### src/rtl/snn_pkg.sv
// Constants and types shared by the SNN layer controller and its event encoder.
package snn_pkg;

  localparam int unsigned N_NEURONS = 16;
  localparam int unsigned ADDR_W    = $clog2(N_NEURONS);

  typedef logic [ADDR_W-1:0]    neuron_addr_t;
  typedef logic [N_NEURONS-1:0] spike_vec_t;

  // Index of the lowest set bit; 0 when no bit is set.
  function automatic neuron_addr_t lowest_set_index(input spike_vec_t vec);
    neuron_addr_t idx;
    logic         found;
    idx   = '0;
    found = 1'b0;
    for (int i = 0; i < int'(N_NEURONS); i++) begin
      if (vec[i] && !found) begin
        idx   = neuron_addr_t'(i);
        found = 1'b1;
      end
    end
    return idx;
  endfunction

  // Number of set bits, sized to hold N_NEURONS.
  function automatic logic [$clog2(N_NEURONS+1)-1:0] count_ones(input spike_vec_t vec);
    logic [$clog2(N_NEURONS+1)-1:0] cnt;
    cnt = '0;
    for (int i = 0; i < int'(N_NEURONS); i++) begin
      cnt = cnt + ($clog2(N_NEURONS+1))'(vec[i]);
    end
    return cnt;
  endfunction

endpackage

### src/rtl/event_fifo.sv
// Synchronous show-ahead FIFO; the output holds the last popped word while empty.
module event_fifo #(
  parameter int unsigned Width = 4,
  parameter int unsigned Depth = 4
) (
  input  logic             clock,
  input  logic             reset,
  input  logic             push,
  input  logic [Width-1:0] data_in,
  input  logic             pop,
  output logic [Width-1:0] data_out,
  output logic             full,
  output logic             empty
);

  localparam int unsigned PtrW = $clog2(Depth);
  localparam logic [PtrW:0] PtrInc = (PtrW+1)'(1);

  logic [PtrW:0]      wr_ptr_q, rd_ptr_q;
  logic [Width-1:0]   mem_q [Depth];
  logic [Width-1:0]   last_q;
  logic               do_push, do_pop;

  // Extra MSB on each pointer distinguishes full from empty.
  always_comb begin
    empty    = (wr_ptr_q == rd_ptr_q);
    full     = (wr_ptr_q[PtrW] != rd_ptr_q[PtrW]) &&
               (wr_ptr_q[PtrW-1:0] == rd_ptr_q[PtrW-1:0]);
    do_push  = push && !full;
    do_pop   = pop && !empty;
    data_out = empty ? last_q : mem_q[rd_ptr_q[PtrW-1:0]];
  end

  always_ff @(posedge clock) begin
    if (reset) begin
      wr_ptr_q <= '0;
      rd_ptr_q <= '0;
      last_q   <= '0;
    end else begin
      if (do_push) begin
        wr_ptr_q <= wr_ptr_q + PtrInc;
      end
      if (do_pop) begin
        rd_ptr_q <= rd_ptr_q + PtrInc;
        last_q   <= mem_q[rd_ptr_q[PtrW-1:0]];
      end
    end
  end

  always_ff @(posedge clock) begin
    if (do_push) begin
      mem_q[wr_ptr_q[PtrW-1:0]] <= data_in;
    end
  end

endmodule

### src/rtl/spike_event_encoder.sv
// Captures spike vectors into a pending bitmap and serialises set bits, lowest index
// first, into address events through a small show-ahead FIFO.
module spike_event_encoder
  import snn_pkg::*;
#(
  parameter int unsigned FIFO_DEPTH = 4,
  parameter int unsigned DROP_W     = 8
) (
  input  logic                 clock,
  input  logic                 reset,
  input  logic                 spike_valid,
  input  logic [N_NEURONS-1:0] spike,
  input  logic                 event_ready,
  output logic                 event_valid,
  output logic [ADDR_W-1:0]    event_addr,
  output logic                 idle,
  output logic                 overflow,
  output logic [DROP_W-1:0]    drop_count
);

  localparam int unsigned CntW = $clog2(N_NEURONS+1);
  localparam int unsigned SumW = ((DROP_W > CntW) ? DROP_W : CntW) + 1;

  spike_vec_t          pending_q, pending_d;
  spike_vec_t          clr, kept, dropped;
  neuron_addr_t        head_idx;
  logic                push, pop;
  logic                fifo_full, fifo_empty;
  logic [DROP_W-1:0]   drop_q, drop_d;
  logic                overflow_q, overflow_d;
  logic [CntW-1:0]     drop_cnt;
  logic [SumW-1:0]     drop_sum;

  always_comb begin
    head_idx = lowest_set_index(pending_q);
    // Full is judged on the registered state, so a same-cycle pop never frees a slot.
    push     = (pending_q != '0) && !fifo_full;
    clr      = '0;
    if (push) begin
      clr[head_idx] = 1'b1;
    end
    kept      = pending_q & ~clr;
    // A bit retired this cycle can be re-armed without counting as a drop.
    dropped   = spike_valid ? (spike & kept) : '0;
    pending_d = kept | (spike_valid ? spike : '0);

    drop_cnt = count_ones(dropped);
    drop_sum = SumW'(drop_q) + SumW'(drop_cnt);
    if (drop_sum > SumW'({DROP_W{1'b1}})) begin
      drop_d = '1;
    end else begin
      drop_d = drop_sum[DROP_W-1:0];
    end
    overflow_d = overflow_q || (dropped != '0);
  end

  always_ff @(posedge clock) begin
    if (reset) begin
      pending_q  <= '0;
      drop_q     <= '0;
      overflow_q <= 1'b0;
    end else begin
      pending_q  <= pending_d;
      drop_q     <= drop_d;
      overflow_q <= overflow_d;
    end
  end

  event_fifo #(
    .Width (ADDR_W),
    .Depth (FIFO_DEPTH)
  ) u_event_fifo (
    .clock    (clock),
    .reset    (reset),
    .push     (push),
    .data_in  (head_idx),
    .pop      (pop),
    .data_out (event_addr),
    .full     (fifo_full),
    .empty    (fifo_empty)
  );

  always_comb begin
    event_valid = !fifo_empty;
    pop         = event_valid && event_ready;
    idle        = (pending_q == '0) && fifo_empty;
    overflow    = overflow_q;
    drop_count  = drop_q;
  end

endmodule
### config.mk
export PLATFORM = sky130hd
export DESIGN_NAME = spike_event_encoder
export DESIGN_NICKNAME = d
export VERILOG_FILES = /design/src/rtl/snn_pkg.sv /design/src/rtl/event_fifo.sv /design/src/rtl/spike_event_encoder.sv
export SDC_FILE = /design/constraint.sdc
export NUM_CORES = 1
export LEC_CHECK = 0
export CAP_MARGIN = 10
export CELL_PAD_IN_SITES_DETAIL_PLACEMENT = 1
export CELL_PAD_IN_SITES_GLOBAL_PLACEMENT = 2
export CORE_ASPECT_RATIO = 1.2
export CORE_MARGIN = 2
export CORE_UTILIZATION = 37
export CTS_BUF_LIST = sky130_fd_sc_hd__clkbuf_2 sky130_fd_sc_hd__clkbuf_4 sky130_fd_sc_hd__clkbuf_8
export DETAILED_ROUTE_END_ITERATION = 8
export GPL_TIMING_DRIVEN = 0
export PLACE_DENSITY = 0.9
export SLEW_MARGIN = 20
export SYNTH_ARGS = -nofsm -noshare
export SYNTH_HDL_FRONTEND = slang
export SYNTH_SLANG_ARGS = --single-unit
export TNS_END_PERCENT = 5
### constraint.sdc
create_clock -name clock -period 6.85 [get_ports clock]
set_input_delay 1.0275 -clock clock [delete_from_list [all_inputs] [get_ports clock]]
set_output_delay 1.0275 -clock clock [all_outputs]
set_load 0.05 [all_outputs]
==> metrics.md <==
| Metric | Value |
|---|---|
| Worst Skew | 0.009110 ns |
| Critical-path maximum fanout | 10 |
| Vias | 2,424 |
| Placement Cell Area | 0.003485 mm² |
| Worst slew pin tran | 0.6215 ns |
| R2R Path Start | pending_q[5]$_SDFF_PP0_ |
| First-pass GRT wire length | 13,080 µm |
| Root cell of the clock tree | sky130_fd_sc_hd__clkbuf_8 |
| Peak supply drop | ~160 µV |
| Final Critical Period | between 6 and 7 ns |
| Worst r2r dst | drop_count[1]$_SDFF_PP0_ |
| Pre-antenna DRT Iters | 4 |
| DPL Wire Length | 6401 µm |
| CORE AREA | 0.008063 mm² |
| Starting DRC count in detailed routing | 91 |
| Syn Nets | 353 |
| Critical path required time | 7.09 ns |
| Static power due to leakage | 1.385 nW |
| Number of sinks driven by the clock tree | 53 |
| Path class of the lowest-slack min-delay path | flip-flop to flip-flop |
| Number of cells traversed by the worst hold path | 2 |
| Library cell contributing the largest single delay on the critical path | sky130_fd_sc_hd__clkdlybuf4s50_1 |
| CTS tree | yes |
| Commonest non-fill, non-tap cells in the layout | sky130_fd_sc_hd__dfxtp_1 (37), sky130_fd_sc_hd__clkdlybuf4s50_1 (33), sky130_fd_sc_hd__a21oi_1 (32) |
| Stage delay of the slowest cell on the critical path | between 0.6 and 0.7 ns |
| R2r worst-path depth | 24 |
| Net count of the finished layout | 393 |
| DR DRC count | 0 |
| Achievable clock frequency | around 150 MHz |
| Overall die height | approximately 100 µm |
| RSZ-0062 raised after global routing | false |
| Clock transition at the registers of the reported paths | 0.10 ns |
| Sequential fraction of the synthesis area | 40.23% |
| Nature of the critical path endpoint | flip-flop |
| WP data arrival | 6.75 ns |
| Netlist Area Pre-Place | around 0.003 mm² |
| Detail-routed net length per standard cell | 18.02 µm |
| Post-route ant nets | 0 |
| Worst Hold Slack | 0.4594 ns |
| Final count of pins violating max slew | 0 |
| Most frequent cell on the critical path | sky130_fd_sc_hd__fa_1 |
| Worst min-delay path endpoint | u_event_fifo.last_q[1]$_SDFFE_PP0P_ |
| Share of the clock period used by the worst path | around 95% |
| Share of async-settable or async-resettable flops after synthesis | 0% |
| Dominant register cell in the synthesized netlist | sky130_fd_sc_hd__dfxtp_1 |
| Leading cell type in the layout, fill and taps excluded | sky130_fd_sc_hd__dfxtp_1 |
| Number of levels the H-tree was split into | 2 |
| Overflow left after global routing | 0 |
| Antenna violations before repair | 0 |
| Final Routed Wirelength | 8001 µm |
| Ports | 35 |
| Reg-to-reg slack, setup | 0.55 ns |
| Vias per inst | 5.459 |
| Post-synth cell types | 52 |
| Final setup fails | 0 |
| Number of rows created at floorplan | 36 |
| Clk_lat worst skew | 0.31 ns |
| Total design power | 0.001220 W |
| Mean Syn Cell Area | 9.855 µm² |
| Overall die width | 86.69 µm |
| Post-Synthesis Cells | 308 |
| Origin of the worst min-delay path | u_event_fifo.last_q[1]$_SDFFE_PP0P_ |
| Global router's overall resource usage | between 10% and 20% |
| Area of the die | 0.008948 mm² |
| Setup Slack @ Placement | -0.3436 ns |
| Post-Route Setup TNS | 0 ns |
| Share of cells above drive strength 1 | a little under a tenth |
| Crit path kind | input pin to flip-flop |
| Area growth from synthesis to final layout | 17.89% |
| Outcome | completed |
| Number of buffers added on ports | 33 |
| Maximum number of pins on one net before global-route repair | 17 |
| Category of the worst setup path launch point | input pin |
| Maximum root-to-sink buffer count | 2 |
| Routability cong. | about 0.83 |
| Worst-case headroom to the max-slew limit | 58.18% |
| Critical path cell sequence | clkdlybuf4s50_1 > clkbuf_2 > clkbuf_2 > nand2_1 > or2_1 > fa_1 > inv_1 > fa_1 > inv_1 > fa_1 > inv_1 > fa_1 > fa_1 > inv_1 > fa_1 > inv_1 > a21oi_1 > o21bai_1 > a21o_1 > nand4_1 > a21oi_1 |
| FF+latch count, synth | 53 |
| Total power per unit cell area | approximately 340 mW/mm² |
| Antenna diode count | 0 |
| Syn. warnings | 0 |
| Via count of the first global-routing pass | 2,659 |
| Clock buffer count from CTS | 5 |
| Initial standard-cell utilization of the core | 37.65% |
| Max-cap violation count | 0 |
| Final-report hold violation count | 0 |
| EDFF count, synth | 16 |
| Post-route design area | 0.003578 mm² |
| Slack of the critical path | 0.3443 ns |
## registers in the layout, summed over array words and instances (netlist names), named ones only
| name | flops |
|---|---|
| u_event_fifo.last_q | 4 |
| u_event_fifo.rd_ptr_q | 3 |
| u_event_fifo.mem_q | 16 |
| overflow | 1 |
| u_event_fifo.wr_ptr_q | 3 |
| drop_count | 8 |
| pending_q | 16 |
## critical path, delay by kind of cell
kind / cells / cell delay [ns]
fa+ha+maj: 6 / 2.68
simple gates: 3 / 0.67
buf+inv: 8 / 1.62
compound gates: 4 / 0.74
## cells in the mapped netlist (2+ instances only)
master | number | area (µm²)
sky130_fd_sc_hd__a21o_1 | 2 | 15.01
sky130_fd_sc_hd__a21oi_1 | 32 | 160.2
sky130_fd_sc_hd__a22oi_1 | 4 | 30.03
sky130_fd_sc_hd__a31oi_1 | 3 | 18.77
sky130_fd_sc_hd__a41oi_1 | 2 | 17.52
sky130_fd_sc_hd__and2_1 | 7 | 43.79
sky130_fd_sc_hd__buf_1 | 2 | 7.510
sky130_fd_sc_hd__buf_2 | 2 | 10.01
sky130_fd_sc_hd__clkbuf_1 | 5 | 18.77
sky130_fd_sc_hd__dfxtp_1 | 37 | 740.7
sky130_fd_sc_hd__edfxtp_1 | 16 | 480.5
sky130_fd_sc_hd__fa_1 | 12 | 240.2
sky130_fd_sc_hd__ha_1 | 13 | 162.7
sky130_fd_sc_hd__inv_1 | 21 | 78.83
sky130_fd_sc_hd__mux2_2 | 4 | 45.04
sky130_fd_sc_hd__mux4_2 | 4 | 90.09
sky130_fd_sc_hd__nand2_1 | 30 | 112.6
sky130_fd_sc_hd__nand2b_1 | 2 | 12.51
sky130_fd_sc_hd__nand3_1 | 10 | 50.05
sky130_fd_sc_hd__nand3b_1 | 2 | 15.01
sky130_fd_sc_hd__nor2_1 | 30 | 112.6
sky130_fd_sc_hd__nor2b_1 | 2 | 12.51
sky130_fd_sc_hd__nor3_1 | 6 | 30.03
sky130_fd_sc_hd__nor3b_1 | 2 | 15.01
sky130_fd_sc_hd__nor4_1 | 3 | 18.77
sky130_fd_sc_hd__nor4_4 | 3 | 63.81
sky130_fd_sc_hd__o21ai_0 | 8 | 40.04
sky130_fd_sc_hd__o21bai_1 | 2 | 15.01
sky130_fd_sc_hd__o31ai_1 | 7 | 52.55
sky130_fd_sc_hd__o31ai_2 | 3 | 37.54
sky130_fd_sc_hd__or2_1 | 2 | 12.51
sky130_fd_sc_hd__xnor2_1 | 5 | 43.79
sky130_fd_sc_hd__xor2_1 | 6 | 52.55
## what timing repair did
| action | in CTS | in global routing |
|---|---|---|
| gates resized for setup | 1 | 2 |
| setup buffers | 0 | 0 |
| pin swaps | 0 | 0 |
| hold buffers | 0 | 0 |
| endpoints found under the setup margin | 4 | 7 |
## final cells by class
type                       count  area (µm²)
timing repair buffer          33       330.3
multi-input combinational    223        1684
tap                           95       118.9
sequential                    53        1221
buffer                        10       50.05
fill                         944        4484
clock buffer                   6       76.32
clock inverter                 2       15.01
inverter                      22       82.58
## power by group
part / internal (W) / switching, W
clock: 0.0000762 / 0.000107
combinational: 0.000224 / 0.000369
sequential: 0.000394 / 0.0000499
## through the flow
step | cells | utilization (%)
3_5_place_dp | 436 | 43.22
2_1_floorplan | 308 | -
3_3_place_gp | 436 | 43.22
4_1_cts | 444 | 44.37
6_report | 444 | 44.38
5_1_grt | 444 | 44.38
## how the worst max path moves through the flow
stage,start,end,slack [ns],depth (start not counted)
6_report,spike_valid,drop_count[1]$_SDFF_PP0_,0.34,21
3_5_place_dp,spike_valid,drop_count[3]$_SDFF_PP0_,-0.34,21
3_3_place_gp,spike_valid,drop_count[1]$_SDFF_PP0_,-0.28,21
5_1_grt,spike_valid,drop_count[0]$_SDFF_PP0_,0.03,21
4_1_cts,spike_valid,drop_count[1]$_SDFF_PP0_,0.15,21
2_1_floorplan,spike_valid,drop_count[0]$_SDFF_PP0_,1.22,20
## routing by layer
metal | track usage (%) | vias to the layer above | share of wire [%]
met5 | 0 | - | 0
met4 | 5.288 | 0 | 1.5
met2 | 39.53 | 38 | 57
met3 | 3.333 | 9 | 2.5
li1 | - | 1172 | -
met1 | 19.61 | 1205 | 39
## cell families (layout without fill, tap and decap cells)
family / Yosys count / in the layout / share of synthesized area [%]
DFF: 53 / 53 / 40.23
and+or+nand+nor: 108 / 108 / 19.25
muxes: 9 / 9 / 4.782
xor gates and xnor gates: 11 / 11 / 3.174
buffers and inverters: 32 / 73 / 4.287
adders and majority gates: 25 / 25 / 13.27
AOI/OAI and AO/OA: 70 / 70 / 15.00
Power figures use the tool's default switching activity.
